**src/rtl/cp_pkg.sv**
```systemverilog
// cp_pkg: shared types and constants for the command-processor FIFO reader
package cp_pkg;
  typedef enum logic [1:0] {IDLE, AR, R, DRAIN} cp_rd_state_t;
  localparam int CP_LINE_BYTES = 32;
  localparam int CP_BEATS_PER_LINE = 2;
  localparam int CP_WORDS_PER_LINE = 8;
  localparam logic [1:0] AXI_BURST_INCR = 2'b01;
  localparam logic [2:0] AXI_SIZE_16B = 3'd4;
  localparam logic [7:0] AXI_LEN_LINE = 8'(CP_BEATS_PER_LINE - 1);
endpackage

```
**src/rtl/cp_line_buffer.sv**
```systemverilog
// cp_line_buffer: one 256-bit line, loaded per 128-bit beat and drained as 32-bit words
module cp_line_buffer
  import cp_pkg::*;
(
  input  logic         clk,
  input  logic         reset,
  input  logic         load,
  input  logic         beat,
  input  logic [127:0] beat_data,
  input  logic         commit,
  input  logic         flush,
  output logic [31:0]  data,
  output logic         valid,
  input  logic         ready,
  output logic         done
);
  logic [255:0] line;
  logic [2:0]   k;
  assign data = line[{k, 5'b0} +: 32];
  assign done = valid && ready && k == 3'(CP_WORDS_PER_LINE - 1);
  always_ff @(posedge clk or posedge reset)
    if (reset) begin
      line  <= '0;
      valid <= 1'b0;
      k     <= '0;
    end else begin
      if (load) line[{beat, 7'b0} +: 128] <= beat_data;
      if (flush || commit) begin
        valid <= commit && !flush;
        k     <= '0;
      end else if (valid && ready) begin
        k     <= k + 3'd1;
        valid <= !done;
      end
    end
endmodule

```
**src/rtl/cp_fifo_reader.sv**
```systemverilog
// cp_fifo_reader: fetches FIFO lines over AXI, tracks read pointer/distance, streams command words
module cp_fifo_reader
  import cp_pkg::*;
#(
  parameter int LINE_BYTES = CP_LINE_BYTES,
  parameter int AXI_ADDR_W = 49
) (
  input  logic                  clk,
  input  logic                  reset,
  input  logic [31:0]           FIFOBase,
  input  logic [31:0]           FIFOEnd,
  input  logic [31:0]           FIFOWritePointer,
  input  logic [31:0]           FIFOHighWatermark,
  input  logic [31:0]           FIFOLowWatermark,
  input  logic [31:0]           FIFOBreakpoint,
  input  logic [31:0]           FIFOAXIBase,
  input  logic                  EnGPFIFO,
  input  logic                  EnBP,
  input  logic                  FIFONewBase,
  output logic [31:0]           FIFOReadPointer,
  output logic [31:0]           FIFORWDistance,
  output logic                  IntBP,
  output logic                  IntFIFOOverflow,
  output logic                  IntFIFOUnderflow,
  output logic                  StatGPIdle,
  output logic                  StatGPReadIdle,
  output logic                  ReadError,
  output logic [AXI_ADDR_W-1:0] araddr_a,
  output logic [7:0]            arlen_a,
  output logic [2:0]            arsize_a,
  output logic [1:0]            arburst_a,
  output logic                  arvalid_a,
  input  logic                  arready_a,
  input  logic [127:0]          rdata_a,
  input  logic [1:0]            rresp_a,
  input  logic                  rlast_a,
  input  logic                  rvalid_a,
  output logic                  rready_a,
  output logic [31:0]           cmd_data,
  output logic                  cmd_valid,
  input  logic                  cmd_ready
);
  localparam logic [31:0] LINE_MASK = ~32'(LINE_BYTES - 1);
  cp_rd_state_t state, nxt;
  logic        discard, beat, hs, last_hs, drop, bp_hit, lb_done;
  logic [31:0] d_next, rp_adv;
  assign arlen_a   = AXI_LEN_LINE;
  assign arsize_a  = AXI_SIZE_16B;
  assign arburst_a = AXI_BURST_INCR;
  assign hs      = state == R && rvalid_a;
  assign last_hs = hs && rlast_a;
  // a reload in flight (or on this very cycle) turns the current burst into a discard
  assign drop    = discard || FIFONewBase;
  assign bp_hit  = EnBP && ((FIFOReadPointer ^ FIFOBreakpoint) & LINE_MASK) == 32'd0;
  assign d_next  = FIFOWritePointer - FIFOReadPointer +
                   (FIFOWritePointer >= FIFOReadPointer ? 32'd0 : FIFOEnd - FIFOBase + 32'(LINE_BYTES));
  assign rp_adv  = FIFOReadPointer == FIFOEnd ? FIFOBase : FIFOReadPointer + 32'(LINE_BYTES);
  assign StatGPIdle = StatGPReadIdle && !cmd_valid && FIFORWDistance == 32'd0;
  always_comb begin
    nxt = state;
    unique case (state)
      IDLE:  nxt = EnGPFIFO && FIFORWDistance != 32'd0 && !bp_hit && !cmd_valid && !FIFONewBase ? AR : IDLE;
      AR:    nxt = arready_a ? R : AR;
      R:     nxt = last_hs ? (drop ? IDLE : DRAIN) : R;
      DRAIN: nxt = FIFONewBase || lb_done ? IDLE : DRAIN;
      default: nxt = IDLE;
    endcase
  end
  always_ff @(posedge clk or posedge reset)
    if (reset) begin
      state            <= IDLE;
      araddr_a         <= '0;
      arvalid_a        <= 1'b0;
      rready_a         <= 1'b0;
      StatGPReadIdle   <= 1'b0;
      discard          <= 1'b0;
      beat             <= 1'b0;
      FIFOReadPointer  <= '0;
      FIFORWDistance   <= '0;
      IntFIFOOverflow  <= 1'b0;
      IntFIFOUnderflow <= 1'b0;
      IntBP            <= 1'b0;
      ReadError        <= 1'b0;
    end else begin
      state            <= nxt;
      arvalid_a        <= nxt == AR;
      rready_a         <= nxt == R;
      StatGPReadIdle   <= nxt == IDLE;
      discard          <= nxt != IDLE && drop;
      if (state == IDLE && nxt == AR)
        araddr_a <= AXI_ADDR_W'(FIFOAXIBase) + AXI_ADDR_W'(FIFOReadPointer & LINE_MASK);
      if (hs) beat <= !rlast_a;
      FIFOReadPointer  <= FIFONewBase ? FIFOBase : (last_hs && !discard ? rp_adv : FIFOReadPointer);
      FIFORWDistance   <= d_next;
      IntFIFOOverflow  <= FIFORWDistance > FIFOHighWatermark;
      IntFIFOUnderflow <= FIFORWDistance < FIFOLowWatermark;
      IntBP            <= EnBP && (IntBP || bp_hit);
      ReadError        <= ReadError || (hs && rresp_a != 2'b00);
    end
  cp_line_buffer u_buf (
    .clk      (clk),
    .reset    (reset),
    .load     (hs && !drop),
    .beat     (beat),
    .beat_data(rdata_a),
    .commit   (last_hs && !drop),
    .flush    (FIFONewBase),
    .data     (cmd_data),
    .valid    (cmd_valid),
    .ready    (cmd_ready),
    .done     (lb_done)
  );
endmodule

```
**config.mk**
```make
export PLATFORM = sky130hd
export DESIGN_NAME = cp_fifo_reader
export DESIGN_NICKNAME = d
export VERILOG_FILES = /design/src/rtl/cp_pkg.sv /design/src/rtl/cp_line_buffer.sv /design/src/rtl/cp_fifo_reader.sv
export SDC_FILE = /design/constraint.sdc
export NUM_CORES = 1
export LEC_CHECK = 0
export BUFFER_PORTS_ARGS = -buffer_cell sky130_fd_sc_hd__buf_2
export CAP_MARGIN = 10
export CELL_PAD_IN_SITES_DETAIL_PLACEMENT = 1
export CELL_PAD_IN_SITES_GLOBAL_PLACEMENT = 1
export CORE_ASPECT_RATIO = 0.6
export CORE_MARGIN = 2
export CORE_UTILIZATION = 30
export CTS_CLUSTER_SIZE = 28
export DETAILED_ROUTE_END_ITERATION = 12
export PLACE_DENSITY_LB_ADDON = 0.1
export REMOVE_ABC_BUFFERS = 1
export SLEW_MARGIN = 10
export SYNTH_ARGS = -nofsm -noshare
export SYNTH_HDL_FRONTEND = slang
export SYNTH_SLANG_ARGS = --single-unit
```
**constraint.sdc**
```tcl
create_clock -name clk -period 30.2 [get_ports clk]
set_clock_uncertainty 0.1 [all_clocks]
set_input_delay 6.04 -clock clk [delete_from_list [all_inputs] [get_ports clk]]
set_output_delay 6.04 -clock clk [all_outputs]
set_load 0.005 [all_outputs]
```
==> metrics.txt <==
vias in the first global route=20,500; DRT antenna net count=0; switch share=36.9%; period utilization=40.4%; Pleak=0.0150 µW; Power Internal=1560 µW; # IOs=530; net count reported at finish=3,392; drt total wl=92,300 µm; met3 Track Usage GR=5.48%; measured slew at the worst slew-check pin=1.15 ns; cts repair resizes=0; Sequential Power Share=34.2%; GRT Max-Usage Layer=met2; IO Port Bufs=495; part of the Yosys area used for sequential elements=37.4%; cts-stage hold buffer count=0; die height=226 µm; Iteration-0 DRC Markers=985; EDFF count, synth=0; Max Fclk=0.0820 GHz; total congestion overflow=0; WL/cell=23.7 µm; antenna violations before repair=24; synthesized netlist cell count=2,280; total CTS buffers=42; Max Fanout on Critical Path=23; clock latency on the worst-skew pair=0.58 ns; Worst Path Required=30.61 ns; Setup crit start kind=primary input; status=completed; core area=0.0814 mm²; ys flop type=dfrtp_1; Die ar.=0.0844 mm²; vias=19,400; Setup Buffers After CTS=0; Core Util, Final=36.8%; Vias/cell=4.97; Setup CP Type=in -> reg; net switching power figure=916 µW; Fin. Hold Viols=0; average size of a mapped cell=10.8 µm²; Reg clk slew, reported paths=0.06 ns; Relative slew margins=22.3%; Critical Path AT=12.60 ns; combinational share of power=42.2%; htree depth=2; layout cells sized above 1=35.5%; clock period minus worst slack=12.19 ns; r2r setup slk=22.72 ns; Synth warnings=0; Synth-to-Final Area Change=21.6%; Hold Path Class=reg -> reg; crit end category=register; Pre-antenna DRT Iters=5; largest net degree at the start of global routing=77; met2 usage=32.0%; DPL Wire Length=74,500 µm; DRC violations left=0; CTS tree=built; Yosys reg bits=368; Clock Tree Root=clkbuf_16; pins over their slew limit=0; Clock Power Share=23.6%; P per Cell Area=82.8 mW/mm²; global-route wire length before repair=136,000 µm; total negative setup slack=0 ns; global router's overall resource usage=21.6%; CTS Sinks=368; worst slack, placed=17.56 ns; Initial Util=30.2%; GPL Wtd Cong=0.863; Power Total=2480 µW; Final WS setup=18.01 ns; width of the die=374 µm; Max-Cap Viols=0; worst vdd rail ir drop=53.9 µV; GR Util met1=31.9%; Rows=81; CTS Buffer Depth=3; RSZ-0062 raised after global routing=false; fraction of registers with async set/reset=100%; Mapped Area=0.0246 mm²; post-synth cell types=76; final setup vio count=0
## worst max-delay path: stages
cell	delay [ns]
buf_2	0.12
ha_1	0.30
a2111oi_0	0.69
o21ai_0	0.19
nor3_1	0.44
o311ai_0	0.25
buf_4	0.22
a41oi_2	0.44
buf_4	0.38
nand2_1	0.12
fa_1	0.49
inv_1	0.07
fa_1	0.47
a21oi_1	0.26
o211ai_1	0.13
and2_1	0.20
a221o_1	0.43
a21oi_1	0.55
o31ai_1	0.26
nand4_1	0.19
and3b_1	0.21
xnor2_1	0.11
## registers in the layout (all words and copies together) (netlist names)
name	count
u_buf.valid	1
rready_a	1
FIFOReadPointer	32
beat	1
araddr_a	33
StatGPReadIdle	1
u_buf.line	256
state	2
IntBP	1
discard	1
arvalid_a	1
FIFORWDistance	32
u_buf.k	3
IntFIFOUnderflow	1
IntFIFOOverflow	1
ReadError	1
## cell type report
cell class	instances	area [µm²]
clock buffer	52	1160
inverter	227	860
multi-input combinational	1605	14200
sequential	368	9220
clock inverter	26	400
antenna	6	15.0
timing repair buffer	534	2770
fill	9217	51500
tap	1079	1350
## power groups by stage
stage | sequential, µW | clock [µW] | combinational, µW
6_report | 847 | 586 | 1050
4_1_cts | 847 | 606 | 1060
3_3_place_gp | 840 | 0 | 1020
3_5_place_dp | 851 | 0 | 1050
5_1_grt | 873 | 626 | 1170
2_1_floorplan | 807 | 0 | 700
## layout by cell type, fill, tap and decap left out, types with 24 or more instances in the layout
master and n:
a21o_1 51, a21oi_1 139, buf_2 495, buf_4 39
clkbuf_16 43, conb_1 29, dfrtp_1 365, fa_1 33
ha_1 218, inv_1 225, mux2_2 295, mux4_2 64
nand2_1 122, nand3_1 30, nand4_1 27, nor2_1 87
nor3_1 25, nor4_1 24, o21ai_0 98, xnor2_1 65
xor2_1 77
## synthesized netlist by cell type, drive strengths merged, types with 4 or more instances
cell type    n  area share, %
and3        15           0.38
mux4        64            5.9
dfrtp      368             37
nand3       30           0.61
a21o        51            1.6
nand4       28           0.74
o22ai        4           0.10
fa          33            2.7
or3          8           0.20
o31ai       10           0.35
mux2       295             13
nand2b      16           0.41
nor2        88            1.3
nand3b       4           0.12
a21oi      141            2.9
a2111oi      4           0.17
nor3        28           0.63
a211oi      14           0.43
ha         218             11
or2          4           0.10
nand2      124            1.9
o21ai      106            2.2
nor4        27           0.71
o21bai       4           0.12
buf         46            1.2
nor2b       16           0.41
xor2        77            2.7
o21a        19           0.58
and2         9           0.23
a221o        5           0.20
xnor2       65            2.3
o211ai       8           0.24
inv        227            3.5
clkbuf      61           0.93
a21boi       4           0.12
a31oi        9           0.23
## worst paths after layout
check	startpoint	endpoint	cells past startpoint
max	FIFOWritePointer[9]	FIFORWDistance[28]	22
min reg2reg	araddr_a[21]	araddr_a[21]	2
min	araddr_a[21]	araddr_a[21]	2
max reg2reg	FIFOReadPointer[9]	FIFORWDistance[28]	22
max in group asynchronous	reset	u_buf.line[201]	5
min in group asynchronous	reset	FIFORWDistance[22]	2
## layer usage
| metal | part of all wire (%) | vias up |
|---|---|---|
| met3 | 6.2 | 80 |
| li1 | - | 9069 |
| met5 | 0.13 | - |
| met1 | 50 | 9789 |
| met2 | 43 | 417 |
| met4 | 1.3 | 18 |
## metrics by stage
| stage | hold WS, ns | instance area, µm² | cells |
|---|---|---|---|
| after floorplan | 0.368 | 24200 | 2200 |
| after global placement | 0.358 | 28300 | 3813 |
| after detailed placement | 0.362 | 28300 | 3813 |
| after CTS | 0.382 | 29900 | 3891 |
| after global routing | 0.388 | 29900 | 3896 |
| final | 0.372 | 29900 | 3897 |
## cells by family after synthesis
family / after synthesis / synth area share [%]
flip-flops: 368 / 37.4
AO/OA/AOI/OAI: 412 / 10.5
adder cells (fa/ha/maj): 251 / 13.8
multiplexers: 359 / 19.4
AND/OR/NAND/NOR: 412 / 8.29
XOR/XNOR: 142 / 5.05
buffers and inverters: 334 / 5.59
other: 2 / 0.0305
(Power assumes the default switching activity.)
